### src/rtl/rf_wb_arbiter.sv
// Write-port scheduler for the single-write-port register file: WB has fixed priority,
// long-unit results wait in a small FIFO, and a scoreboard stalls ID on pending registers.
module rf_wb_arbiter #(
   parameter int DEPTH = 2,
   parameter int DW    = 32
) (
   input  logic                      clk,
   input  logic                      rst_n,
   input  logic                      wb_we,
   input  logic [4:0]                wb_wn,
   input  logic [DW-1:0]             wb_wd,
   input  logic                      lu_issue,
   input  logic [4:0]                lu_issue_wn,
   input  logic                      lu_valid,
   input  logic [4:0]                lu_wn,
   input  logic [DW-1:0]             lu_wd,
   output logic                      lu_ready,
   input  logic [4:0]                id_rn1,
   input  logic [4:0]                id_rn2,
   input  logic [4:0]                id_wn,
   input  logic                      id_we,
   output logic                      stall,
   output logic                      RegWrite,
   output logic [4:0]                WN,
   output logic [DW-1:0]             WD,
   output logic [31:0]               busy_vec,
   output logic [$clog2(DEPTH):0]    q_count,
   output logic                      issue_err
);

   localparam int AW = $clog2(DEPTH);
   localparam int CW = AW + 1;
   localparam logic [CW-1:0] FULL_CNT = CW'(DEPTH);

   logic [4:0]    r_mem_wn [DEPTH];
   logic [DW-1:0] r_mem_wd [DEPTH];
   logic [AW-1:0] r_rd_ptr;
   logic [AW-1:0] r_wr_ptr;
   logic [CW-1:0] r_count;
   logic [31:0]   r_busy;
   logic          r_issue_err;

   logic          w_wb_valid;
   logic          w_q_valid;
   logic          w_push;
   logic          w_pop;
   logic          w_issue;
   logic [4:0]    w_head_wn;
   logic [DW-1:0] w_head_wd;
   logic [31:0]   w_busy_nxt;

   assign w_wb_valid = wb_we && (wb_wn != 5'd0);
   assign w_q_valid  = (r_count != '0);
   assign w_head_wn  = r_mem_wn[r_rd_ptr];
   assign w_head_wd  = r_mem_wd[r_rd_ptr];

   // The queue only drains when WB leaves the port idle; WB may starve it indefinitely.
   assign w_pop      = w_q_valid && !w_wb_valid;
   assign lu_ready   = (r_count != FULL_CNT);
   assign w_push     = lu_valid && lu_ready;
   assign w_issue    = lu_issue && (lu_issue_wn != 5'd0);

   // Head entries addressed to r0 still pop, but never assert the write enable.
   always_comb begin
      RegWrite = 1'b0;
      WN       = 5'd0;
      WD       = '0;
      if (rst_n) begin
         if (w_wb_valid) begin
            RegWrite = 1'b1;
            WN       = wb_wn;
            WD       = wb_wd;
         end else if (w_q_valid && (w_head_wn != 5'd0)) begin
            RegWrite = 1'b1;
            WN       = w_head_wn;
            WD       = w_head_wd;
         end
      end
   end

   // NOTE: the storage array has no reset; the pointers and count alone define which entries are live.
   always_ff @(posedge clk) begin
      if (w_push) begin
         r_mem_wn[r_wr_ptr] <= lu_wn;
         r_mem_wd[r_wr_ptr] <= lu_wd;
      end
   end

   // NOTE: sequential state uses non-blocking assignments so every register samples pre-edge values.
   always_ff @(posedge clk or negedge rst_n) begin
      if (!rst_n) begin
         r_rd_ptr <= '0;
         r_wr_ptr <= '0;
         r_count  <= '0;
      end else begin
         if (w_push) r_wr_ptr <= r_wr_ptr + 1'b1;
         if (w_pop)  r_rd_ptr <= r_rd_ptr + 1'b1;
         case ({w_push, w_pop})
            2'b10:   r_count <= r_count + 1'b1;
            2'b01:   r_count <= r_count - 1'b1;
            default: r_count <= r_count;
         endcase
      end
   end

   // Set is applied after clear so a same-cycle issue to the draining register keeps it busy.
   always_comb begin
      w_busy_nxt = r_busy;
      if (w_pop)   w_busy_nxt[w_head_wn]   = 1'b0;
      if (w_issue) w_busy_nxt[lu_issue_wn] = 1'b1;
      w_busy_nxt[0] = 1'b0;
   end

   always_ff @(posedge clk or negedge rst_n) begin
      if (!rst_n) begin
         r_busy      <= '0;
         r_issue_err <= 1'b0;
      end else begin
         r_busy <= w_busy_nxt;
         if (w_issue && r_busy[lu_issue_wn]) r_issue_err <= 1'b1;
      end
   end

   assign stall = r_busy[id_rn1]
               || r_busy[id_rn2]
               || (id_we && r_busy[id_wn])
               || (lu_issue && r_busy[lu_issue_wn]);

   assign busy_vec  = r_busy;
   assign q_count   = r_count;
   assign issue_err = r_issue_err;

endmodule

### config.mk
export PLATFORM = sky130hd
export DESIGN_NAME = rf_wb_arbiter
export DESIGN_NICKNAME = d
export VERILOG_FILES = /design/src/rtl/rf_wb_arbiter.sv
export SDC_FILE = /design/constraint.sdc
export NUM_CORES = 1
export LEC_CHECK = 0
export BUFFER_PORTS_ARGS = -buffer_cell sky130_fd_sc_hd__buf_2
export CORE_AREA = 5 5 135 124
export DETAILED_ROUTE_END_ITERATION = 10
export DIE_AREA = 0 0 140 129
export PLACE_DENSITY_LB_ADDON = 0.1
export SYNTH_ARGS = -nofsm -noshare
export SYNTH_HDL_FRONTEND = slang
export SYNTH_SLANG_ARGS = --single-unit
export TNS_END_PERCENT = 100
### constraint.sdc
create_clock -name clk -period 3.5 [get_ports clk]
set_input_delay 0 -clock clk [delete_from_list [all_inputs] [get_ports clk]]
set_output_delay 0 -clock clk [all_outputs]
set_load 0.02 [all_outputs]
# Yosys cells after proc, flatten, opt, wreduce, memory -nomap -nowiden
# Memory sizes are Yosys's and may differ from the RTL's.
# Index checks and enable logic that the tools add are counted.
# word_totals
output_inout_bits	75
memories	2
inputBits	100
word_cells	69
reg_bits	36
mem_bits_rw	74
# classes
n_eq_ne	3
mux	26
bitwise	3
reduce_logical	19
n_addsub	4
order_cmp	7
# memory_table
memory	depth	width	read_ports	rd_clocked_by_memory_dff	wr	line_no	rtl
r_mem_wd	2	32	1	0	1	36	logic [DW-1:0] r_mem_wd [DEPTH];
r_mem_wn	2	5	1	0	1	35	logic [4:0] r_mem_wn [DEPTH];
# ops
op	count
two-way mux 32 bit	5
bitwise AND 32 bit	1
inverter 32 bit	1
OR 32 bit	1
< comparator 5 x 6 -> 1 bit (second input constant)	5
binary-select mux 1 bit (select 5 bit)	4
two-way mux 5 bit	3
nonzero test 5 bit	3
two-way mux 1 bit	11
demux 1 bit (select 5 bit)	2
greater-or-equal comparator 5 x 1 -> 1 bit (second input constant)	2
logical AND 1 bit	10
case mux 2 bit (2 select lines)	1
nonzero test 2 bit	2
logical OR 1 bit	3
adder 1 bit (second input constant)	2
adder 2 x 1 -> 2 bit (second input constant)	1
== test 2 x 1 -> 1 bit (second input constant)	1
== test 2 bit (second input constant)	1
!= test 2 bit (second input constant)	1
subtractor 2 x 1 -> 2 bit (second input constant)	1
zero test 1 bit	1

# Longest topological paths before layout
# Gate-level depths: netlist of run 1.
# An unclocked memory read counts as a cell.
# logic_depth
word_depth	10
depth_mapped	9
depth_no_buf	8

# Least setup slack after synthesis of run 1
# OpenSTA, ideal clock, no wires.
# synth_path
path_kind	register to register
from	register r_count[0], in the netlist q_count[0]
to	memory r_mem_wd[0][0] (enable)
t_arrival_ns	2.525
slack_ns	0.543
stages_incl_launch_ff	4
setup_ns	0.431
required_ns	3.069
path_buffers	0
cell_sequence	dfrtp_1 nand2b_1 nand2_1 nor2_1
# synth_via
elab_chain_len	4
# synth_lines
item	line_no	rtl
start: declaration	39	logic [CW-1:0] r_count;
start signal: assignment	99	2'b10: r_count <= r_count + 1'b1;
start signal: assignment	100	2'b01: r_count <= r_count - 1'b1;
start signal: assignment	101	default: r_count <= r_count;
!= test 2 bit	59	assign lu_ready = (r_count != FULL_CNT);
named net lu_ready	17	output logic lu_ready,
logical AND 1 bit	60	assign w_push = lu_valid && lu_ready;
two-way mux 1 bit	83	if (w_push) begin
two-way mux 1 bit (not written as such)	85	r_mem_wd[r_wr_ptr] <= lu_wd;
end: declaration	36	
# The timed path passes the listed nets, and every way through them passes these cells.

# Worst setup path in the final report of run 1
# layout_path
from	register r_rd_ptr
to	output WD[8]
# layout_via
elab_chain_len	6
elab_cells_between_ends	7
classes_between	mux: 3; reduce/logical: 2; memory: 2
# layout_lines
item	line_no	rtl
start: declaration	37	logic [AW-1:0] r_rd_ptr;
start signal: assignment	97	if (w_pop) r_rd_ptr <= r_rd_ptr + 1'b1;
memory read (2 x 5 bit)	-	
nonzero test 5 bit	73	end else if (w_q_valid && (w_head_wn != 5'd0)) begin
logical AND 1 bit	73	
two-way mux 32 bit (*)	73	
two-way mux 32 bit (*)	69	if (w_wb_valid) begin
two-way mux 32 bit (*)	68	if (rst_n) begin
end: declaration	25	output logic [DW-1:0] WD,
# Mark *: on every way between the ends. The rest lies on a longest branch, timed or not.

==> results of run 1 <==
## worst min-delay path by stage
stage               cells past startpoint      from  slack (ps)           end
global route                            3  lu_valid          40      r_wr_ptr
global placement                        1     rst_n          20      r_rd_ptr
finish                                  3  lu_valid          60      r_wr_ptr
CTS                                     3  lu_issue          40  busy_vec[28]
floorplan                               0     rst_n        -300  busy_vec[10]
detailed placement                      1     rst_n          40      r_rd_ptr
## cell families (layout without fill, tap and decap cells)
kind of cell | Yosys count | in the layout | synth area share, %
adders and majority gates | 1 | 1 | 0.210
xor gates and xnor gates | 5 | 5 | 0.735
buffers and inverters | 37 | 237 | 3.02
muxes | 80 | 80 | 18.5
DFF | 110 | 110 | 52.4
AOI/OAI and AO/OA | 126 | 126 | 13.1
other | 1 | 1 | 0.0630
and+or+nand+nor | 125 | 125 | 11.9
## state kept, by name, indices dropped and copies added (netlist names)
signal,flops
issue_err,1
r_mem_wn,10
q_count,2
r_mem_wd,64
r_wr_ptr,1
busy_vec,31
r_rd_ptr,1
## cell type report
cell class                      instances  area [µm²]
Fill cell                            1410        7560
Sequential cell                       110        3120
Inverter                                6        23.8
Multi-Input combinational cell        338        2660
Clock inverter                          7        48.8
Timing Repair Buffer                  215        1280
Clock buffer                            9         225
Tap cell                              202         253
## where the power goes
part	internal, µW	switching (µW)	leakage, µW
Sequential	1830	462	0.00112
Combinational	990	1240	0.00178
Clock	485	447	0.000134
Total	3300	2150	0.00303
## per-stage QoR
step	util [%]	hold slack, ps
floorplan	-	-296
global placement	45.9	22.5
detailed placement	45.9	44.9
CTS	50.2	40.7
global route	50.2	38.1
finish	50.2	55.2
## worst max-delay path: stages (launching register included)
cell	delay [ps]
dfrtp_2	800
mux2i_1	320
nand3_1	210
nor2_1	100
nor2_4	610
a22oi_1	140
nor2b_1	180
buf_2	180
## layout by cell type (no fill, tap or decap), drive strengths merged, types with 18 or more instances in the layout
cell type / netlist / routed
buf: 10 / 177
o21ai: 67 / 67
mux2: 42 / 42
a22oi: 36 / 36
nor2b: 45 / 45
mux2i: 18 / 18
dfrtp: 36 / 36
nand3: 18 / 18
edfxtp: 74 / 74
nand2: 18 / 18
dlygate4sd3: 0 / 38
mux4: 20 / 20
## routing by layer
metal / up-vias / track usage, %
met5: - / 0
met4: 0 / 5.01
met3: 16 / 4.61
met2: 185 / 30.1
met1: 2423 / 23.4
li1: 2263 / -
## what timing repair did
item	4_1_cts	5_1_grt
hold buffers	38	0
buffers inserted	0	0
hold endpoints to repair	75	0
==> flow_summary.yaml, run 1 <==
worst_setup_path:
  rrSetupSlack_ps: 1320
  critPathLaunchType: "register"
  cp.arrival_ps: 2890
  r2r_cells: 5
  crit_path_start: "r_rd_ptr"
  crit_type: "reg -> out"
  r2r_end: "busy_vec[10]"
  critPathCapture: "WD[8]"
  regToRegStartpoint: "r_rd_ptr"
  crit_fanout: 32
  crit_required_ps: 3500
  endpoint_kind: "output pin"
clock_network:
  path_clk_slew_ps: 70
  clkSinkCount: 110
  worstSkewPairLatency_ps: 340
  max-clock-path-buffers: 2
  cts_tree: "done"
  numCtsBuffers: 9
  cts_htree_levels: 3
  cts-root-buf: "clkbuf_16"
  ctsResizeCount: 0
pwr:
  p_leak_uw: 0.00303
  peakVddDrop_v: 0.000262
  total_power_uw: 5450
  p_per_area_nw_per_um2: 716
timing:
  slew_violations: 0
  setup_violations: 0
  tightest_slew_ps: 902
  finalSetupTns_ps: 0
  worst_slack_ps: 610
  relSlewSlack_pct: 39.9
  layout_min_cycle_time_ps: 2890
  worst_clock_skew_ps: 9.59
  hold_viol: 0
  max_freq_ghz: 0.346
  rsz0062_at_grt: "no"
  post-route-period-util_pct: 82.6
yosys:
  async_flop_share_pct: 32.7
  ys_ff_latch: 110
  yosys-top-cells-count: "edfxtp_1 (74), o21ai_0 (65), nor2b_1 (45)"
  synth_area_per_cell_um2: 12.3
  synth_cell_types: 48
  synth_ff_type: "edfxtp_1"
  yosysSeqAreaShare_pct: 52.4
  synth.most_common_cell: "edfxtp_1"
  synth_area_leaders: "edfxtp_1 (37%), dfrtp_1 (15%), mux2_2 (7.9%)"
  yosys_warnings: 0
  syn-num-nets: 586
  yosysTopAreaCell: "edfxtp_1"
  synth_top_area_share_pct: 37.3
  synth-edff-count: 74
  netlist_instances: 485
  synth_area_um2: 5960
cells_and_area:
  areaGrowthSynthToFinish_pct: 27.8
  drive_above_1_share_pct: 38.4
  layout.nets: 781
  final_cell_count_no_fill: 887
  post-route-cell-area_um2: 7610
  antenna_cells: 0
global_routing:
  grt_max_degree: 41
  track_usage_pct: 18.0
  gr-total-overflow: 0
  grt_first_pass_wirelength_mm: 26.0
  antenna_found_initial: 0
  grt_pass1_vias: 4943
job:
  max_cap_violations: 0
floorplanning:
  core_area_um2: 15200
  start_util_pct: 39.3
  fp.dieW_um: 140
  die-area_um2: 18100
  die_h_um: 129
  num_rows: 43
  num_io_pins: 175
drt:
  drt-initial-drc-count: 301
  firstDrtPassIters: 5
  route.detailed.drc: 0
  wl_met1_mm: 6.77
  wl_met2_mm: 8.11
  detailroute.wirelength.met3_mm: 1.25
  highest_layer: "met4"
  via_per_inst: 5.51
  num_vias: 4887
  ant_nets: 0
  avgRoutedWirePerCell_um: 18.5
  wl_mm: 16.4
hold_path:
  min_path_type: "in -> reg"
place:
  portBuffers: 173
  dp_hpwl_mm: 12.3
  post_dp_cell_area_um2: 6960
  place_inst: 833
  pre_cts_ws_ps: 924
  place_congestion: 0.898
outcome:
  status: "finished clean"
No activity file was read; power rests on OpenSTA's default activity.
==> inputs of run 2 (changes only) <==
clock period = 2.52 ns   (was 3.5 ns; I/O delays follow)
==> run 2 against run 1 <==
Net effect:
- die area did not move
- worst setup slack got worse by 420 ps
- via count rose by 1.1%
- non-clock buffer count rose by 9
- sequential share of layout area fell by 0.56 points
- register-to-register slack got worse by 640 ps
- wire length rose by 3.4%
- critical path type unchanged
- sequential power rose by 36%
- final area rose by 1.4%
- count of clock-buffer cells in the layout rose by 2
- worst hold slack got worse by 6.8 ps
- critical endpoint is now WD[2]
- largest power group is now combinational logic
- global-route usage rose by 0.50 points
==> flow_summary.yaml, run 2 (synthesized netlist as in run 1, its figures left out) <==
outcome:
  status: "finished clean"
cells_and_area:
  final_util_pct: 50.9
  layout.nets: 790
  areaGrowthSynthToFinish_pct: 29.6
  antenna_cells: 0
  layout_commonest_cell: "buf_2"
  drive_above_1_share_pct: 39.0
  layout_common_cells: "buf_2 (173), edfxtp_1 (74), o21ai_0 (65), nor2b_1 (45), mux2_2 (42)"
  regMostFlops: "r_mem_wd"
  largest_reg_flops: 64
  post-route-cell-area_um2: 7720
clock_network:
  cts_htree_levels: 3
  worstSkewPairLatency_ps: 340
  numCtsBuffers: 9
  cts-root-buf: "clkbuf_16"
  max-clock-path-buffers: 2
  clkSinkCount: 110
  cts_tree: "done"
  path_clk_slew_ps: 70
global_routing:
  grt_first_pass_wirelength_mm: 26.4
  track_usage_pct: 18.5
  antenna_found_initial: 1
  gr-total-overflow: 0
  grt_pass1_vias: 5012
  grt_max_degree: 43
place:
  dp_hpwl_mm: 12.4
  post_dp_cell_area_um2: 7040
  portBuffers: 173
  place_congestion: 0.900
hold_path:
  min_path_type: "in -> reg"
  hp-start: "lu_issue"
  hold_end: "busy_vec[31]"
  min_path_cells: 3
timing:
  relSlewSlack_pct: 58.4
  hold_viol: 0
  tightest_slew_ps: 624
  slew_violations: 0
  setup_violations: 0
  post-route-period-util_pct: 92.6
  worst_clock_skew_ps: 6.01
  finalSetupTns_ps: 0
  layout_min_cycle_time_ps: 2330
  rsz0062_at_grt: "no"
  max_freq_ghz: 0.428
worst_setup_path:
  cp.arrival_ps: 2330
  crit_type: "reg -> out"
  r2r_cells: 6
  r2r_end: "busy_vec[23]"
  crit_required_ps: 2520
  endpoint_kind: "output pin"
  regToRegStartpoint: "r_rd_ptr"
  critPathLaunchType: "register"
  crit_fanout: 23
  rrSetupSlack_ps: 680
  crit_path_start: "r_rd_ptr"
floorplanning:
  die_h_um: 129
  num_io_pins: 175
  num_rows: 43
  die-area_um2: 18100
  start_util_pct: 39.3
  fp.dieW_um: 140
  core_area_um2: 15200
drt:
  firstDrtPassIters: 7
  via_per_inst: 5.52
  ant_nets: 0
  wl_mm: 16.9
  route.detailed.drc: 0
  num_vias: 4941
  avgRoutedWirePerCell_um: 18.9
  drt-initial-drc-count: 358
pwr:
  p_leak_uw: 0.00307
  p_per_area_nw_per_um2: 1010
  peakVddDrop_v: 0.000397
job:
  max_cap_violations: 0
## run 2: worst max-delay path: stages, from the launching register on
cell and delay [ps]:
dfrtp_2 430, buf_12 140, mux2i_1 110, buf_4 160, nand3_1 160, nor2_1 110, nor2_4 270, buf_12 210
a22oi_1 80, nor2b_1 130, buf_2 170
## run 2: worst max path at each step
stage,end,slack [ps]
final,WD[2],190
after floorplan,r_mem_wd[0][0],170
after global placement,WD[9],430
after global routing,WD[2],30
after detailed placement,WD[2],380
after CTS,WD[12],3
## run 2: report_power, final
group	switching [µW]	total [µW]	internal [µW]
sequential	581	3120	2540
combinational	1880	3400	1520
clock	605	1270	663
## run 2: area by class of cell
class	count	area [µm²]
multi-input combinational	338	2680
fill	1425	7450
clock inverter	4	25.0
inverter	6	23.8
clock buffer	11	233
sequential	110	3120
tap	202	253
timing repair buffer	224	1380
## run 2: metrics by stage
| stage | std cells | total power (µW) | worst slack, ps | hold slack (ps) |
|---|---|---|---|---|
| 5_1_grt | 895 | 8270 | 32.3 | 61.6 |
| 2_1_floorplan | 485 | 5180 | 173 | -296 |
| 3_3_place_gp | 840 | 6380 | 433 | 41.6 |
| 4_1_cts | 893 | 7770 | 3.47 | 29.8 |
| 3_5_place_dp | 840 | 6450 | 385 | 44.7 |
| 6_report | 895 | 7790 | 186 | 48.4 |
## run 2: repair_timing
action	4_1_cts	5_1_grt
endpoints found under the hold margin	77	0
buffers inserted	0	2
resized for setup	0	3
setup endpoints to repair	0	23
hold buffers	38	0
## run 2: routing by layer
| metal | wire length, µm | vias to the layer above | global-route usage, % |
|---|---|---|---|
| li1 | - | 2277 | - |
| met1 | 7180 | 2428 | 23.7 |
| met2 | 8250 | 211 | 31.2 |
| met3 | 1250 | 23 | 4.42 |
| met4 | 248 | 2 | 5.81 |
| met5 | 13 | - | 0 |
==> inputs of run 3 (changes only) <==
CORE_AREA = 5 5 128 118   (was 5 5 135 124)
DIE_AREA = 0 0 133 123   (was 0 0 140 129)
RECOVER_POWER = 100   (was unset)
==> run 3 against run 2 <==
Net effect:
- the flow now finishes with violations (capacitance limit, slew limit)
- global-route usage grew 1.3 points
- worst setup slack gained 9.8 ps
- clock skew is essentially flat
- die area shrank 9.4%
- cell count shrank 3.7%
- worst hold slack lost 1.1 ps
- critical path type unchanged
- highest routed layer is now met4
==> flow_summary.yaml, run 3 (synthesized netlist as in run 1, its figures left out) <==
worst_setup_path:
  slowest_delay_ps: 480
  crit_family: "compound AO/OA/AOI/OAI gates"
  rrSetupSlack_ps: 530
  crit_required_ps: 2520
  critPathBufInv: 1
  critPathLaunchType: "register"
  crit_fanout: 6
  crit_path_start: "busy_vec[26]"
  crit_type: "reg -> out"
  crit_chain: "mux2_2 -> o311ai_0 -> o211ai_1 -> nor4_1 -> nand3_1 -> clkbuf_2"
  worst_path_max_delay_cell: "dfrtp_1"
  cp.arrival_ps: 2320
  regToRegStartpoint: "q_count[0]"
  endpoint_kind: "output pin"
floorplanning:
  core_area_um2: 13700
  num_io_pins: 175
  die_h_um: 123
  start_util_pct: 43.5
  num_rows: 41
  die-area_um2: 16400
  fp.dieW_um: 133
cells_and_area:
  layout.nets: 786
  regMostFlops: "r_mem_wd"
  areaGrowthSynthToFinish_pct: 26.8
  fillCellCount: 1222
  multi_input_area_um2: 2670
  drive_above_1_share_pct: 31.3
  antenna_cells: 0
  area.sequential_um2: 3120
  largest_reg_flops: 64
  layout_commonest_cell: "buf_2"
  layout_common_cells: "buf_2 (83), edfxtp_1 (74), o21ai_0 (66), clkbuf_1 (55), nor2b_1 (45)"
global_routing:
  gr-total-overflow: 0
  antenna_found_initial: 0
  grt_pass1_vias: 4945
  use_met2_pct: 32.1
  grt_first_pass_wirelength_mm: 25.6
  grt_max_degree: 45
  grt_util_met1_pct: 26.4
  met3_usage_pct: 4.92
  gr-max-usage-layer: "met2"
  track_usage_pct: 19.8
pwr:
  p_leak_uw: 0.00287
  total_power_uw: 7590
  peakVddDrop_v: 0.000492
  p_int_uw: 4550
  p_comb_share_pct: 41.1
  power_frac_clock_pct: 17.1
  pwr-share-seq_pct: 41.8
  switching_power_uw: 3030
  p_per_area_nw_per_um2: 1000
  switching_share_pct: 40.0
timing:
  post-route-period-util_pct: 92.2
  tightest_slew_ps: 1690
  max_freq_ghz: 0.430
  slew_violations: 44
  rsz0062_at_grt: "no"
  hold_viol: 0
  setup_violations: 0
  relSlewSlack_pct: -12.3
  layout_min_cycle_time_ps: 2320
  worst_clock_skew_ps: 6.35
  finalSetupTns_ps: 0
clock_network:
  cts_htree_levels: 3
  cts_tree: "done"
  cts_setup_buffers: 0
  max-clock-path-buffers: 2
  numCtsBuffers: 9
  clkSinkCount: 110
  cts-root-buf: "clkbuf_16"
  worstSkewPairLatency_ps: 350
  path_clk_slew_ps: 70
hold_path:
  hp-start: "lu_valid"
  min_path_type: "in -> reg"
drt:
  drt-initial-drc-count: 326
  via_per_inst: 5.65
  firstDrtPassIters: 4
  route.detailed.drc: 0
  avgRoutedWirePerCell_um: 18.7
  num_vias: 4871
  ant_nets: 0
  wl_mm: 16.1
outcome:
  status: "finished with violations"
  violations: "capacitance limit, slew limit"
place:
  dp_hpwl_mm: 11.7
  portBuffers: 173
  place_congestion: 0.948
job:
  max_cap_violations: 1
## run 3: cell count changes in the layout (fill, tap and decap cells not counted), moves of 4 or more
cell | before | now
clkbuf_1 | 2 | 55
clkbuf_2 | 0 | 38
buf_2 | 173 | 83
buf_4 | 10 | 6
## run 3: final timing paths
check	depth (start not counted)	to
max	6	stall
min in group asynchronous	2	busy_vec[31]
min	3	r_wr_ptr
min reg2reg	1	issue_err
max in group asynchronous	2	r_rd_ptr
max reg2reg	4	r_mem_wd[0][6]
## run 3: power groups by stage
| stage | registers [µW] | logic, µW | clock network (µW) |
|---|---|---|---|
| 2_1_floorplan | 3240 | 1940 | 0 |
| 4_1_cts | 3140 | 3230 | 1320 |
| 3_5_place_dp | 3170 | 3170 | 0 |
| 6_report | 3170 | 3120 | 1290 |
| 5_1_grt | 3250 | 3430 | 1400 |
| 3_3_place_gp | 3150 | 3130 | 0 |
## run 3: worst register-to-register path, delay by kind of cell (launching register included)
| kind | cells | cell delay [ps] |
|---|---|---|
| flip-flops | 1 | 440 |
| AND/OR/NAND/NOR | 3 | 420 |
| buffers and inverters | 1 | 740 |
## run 3: cell type report
cell class	instances	area share, %
clock inverter	6	0.497
multi-input combinational	338	35.4
sequential	110	41.4
tap	172	2.85
timing repair buffer	220	16.6
clock buffer	10	3.03
inverter	6	0.315
## run 3: metal layers
| layer | vias to the layer above | share of wire, % |
|---|---|---|
| met4 | 0 | 1.3 |
| met1 | 2382 | 44 |
| met5 | - | 0 |
| met2 | 195 | 47 |
| met3 | 18 | 7.2 |
| li1 | 2276 | - |
## run 3: what timing repair did
action / in CTS / in global routing
gates resized for setup: 0 / 4
setup endpoints to repair: 0 / 32
hold buffers: 38 / 0
hold endpoints to repair: 79 / 0
## run 3: stage by stage
| stage | utilization, % | hold WS, ps | instances | setup slack [ps] | area [µm²] |
|---|---|---|---|---|---|
| floorplan | - | -296 | 485 | 173 | 5960 |
| global placement | 50.9 | 54.4 | 808 | 535 | 6970 |
| detailed placement | 50.9 | 70.9 | 808 | 486 | 6970 |
| CTS | 55.6 | 27.3 | 862 | 131 | 7620 |
| global route | 55.2 | 58.8 | 862 | 11.9 | 7550 |
| finish | 55.2 | 47.3 | 862 | 196 | 7550 |
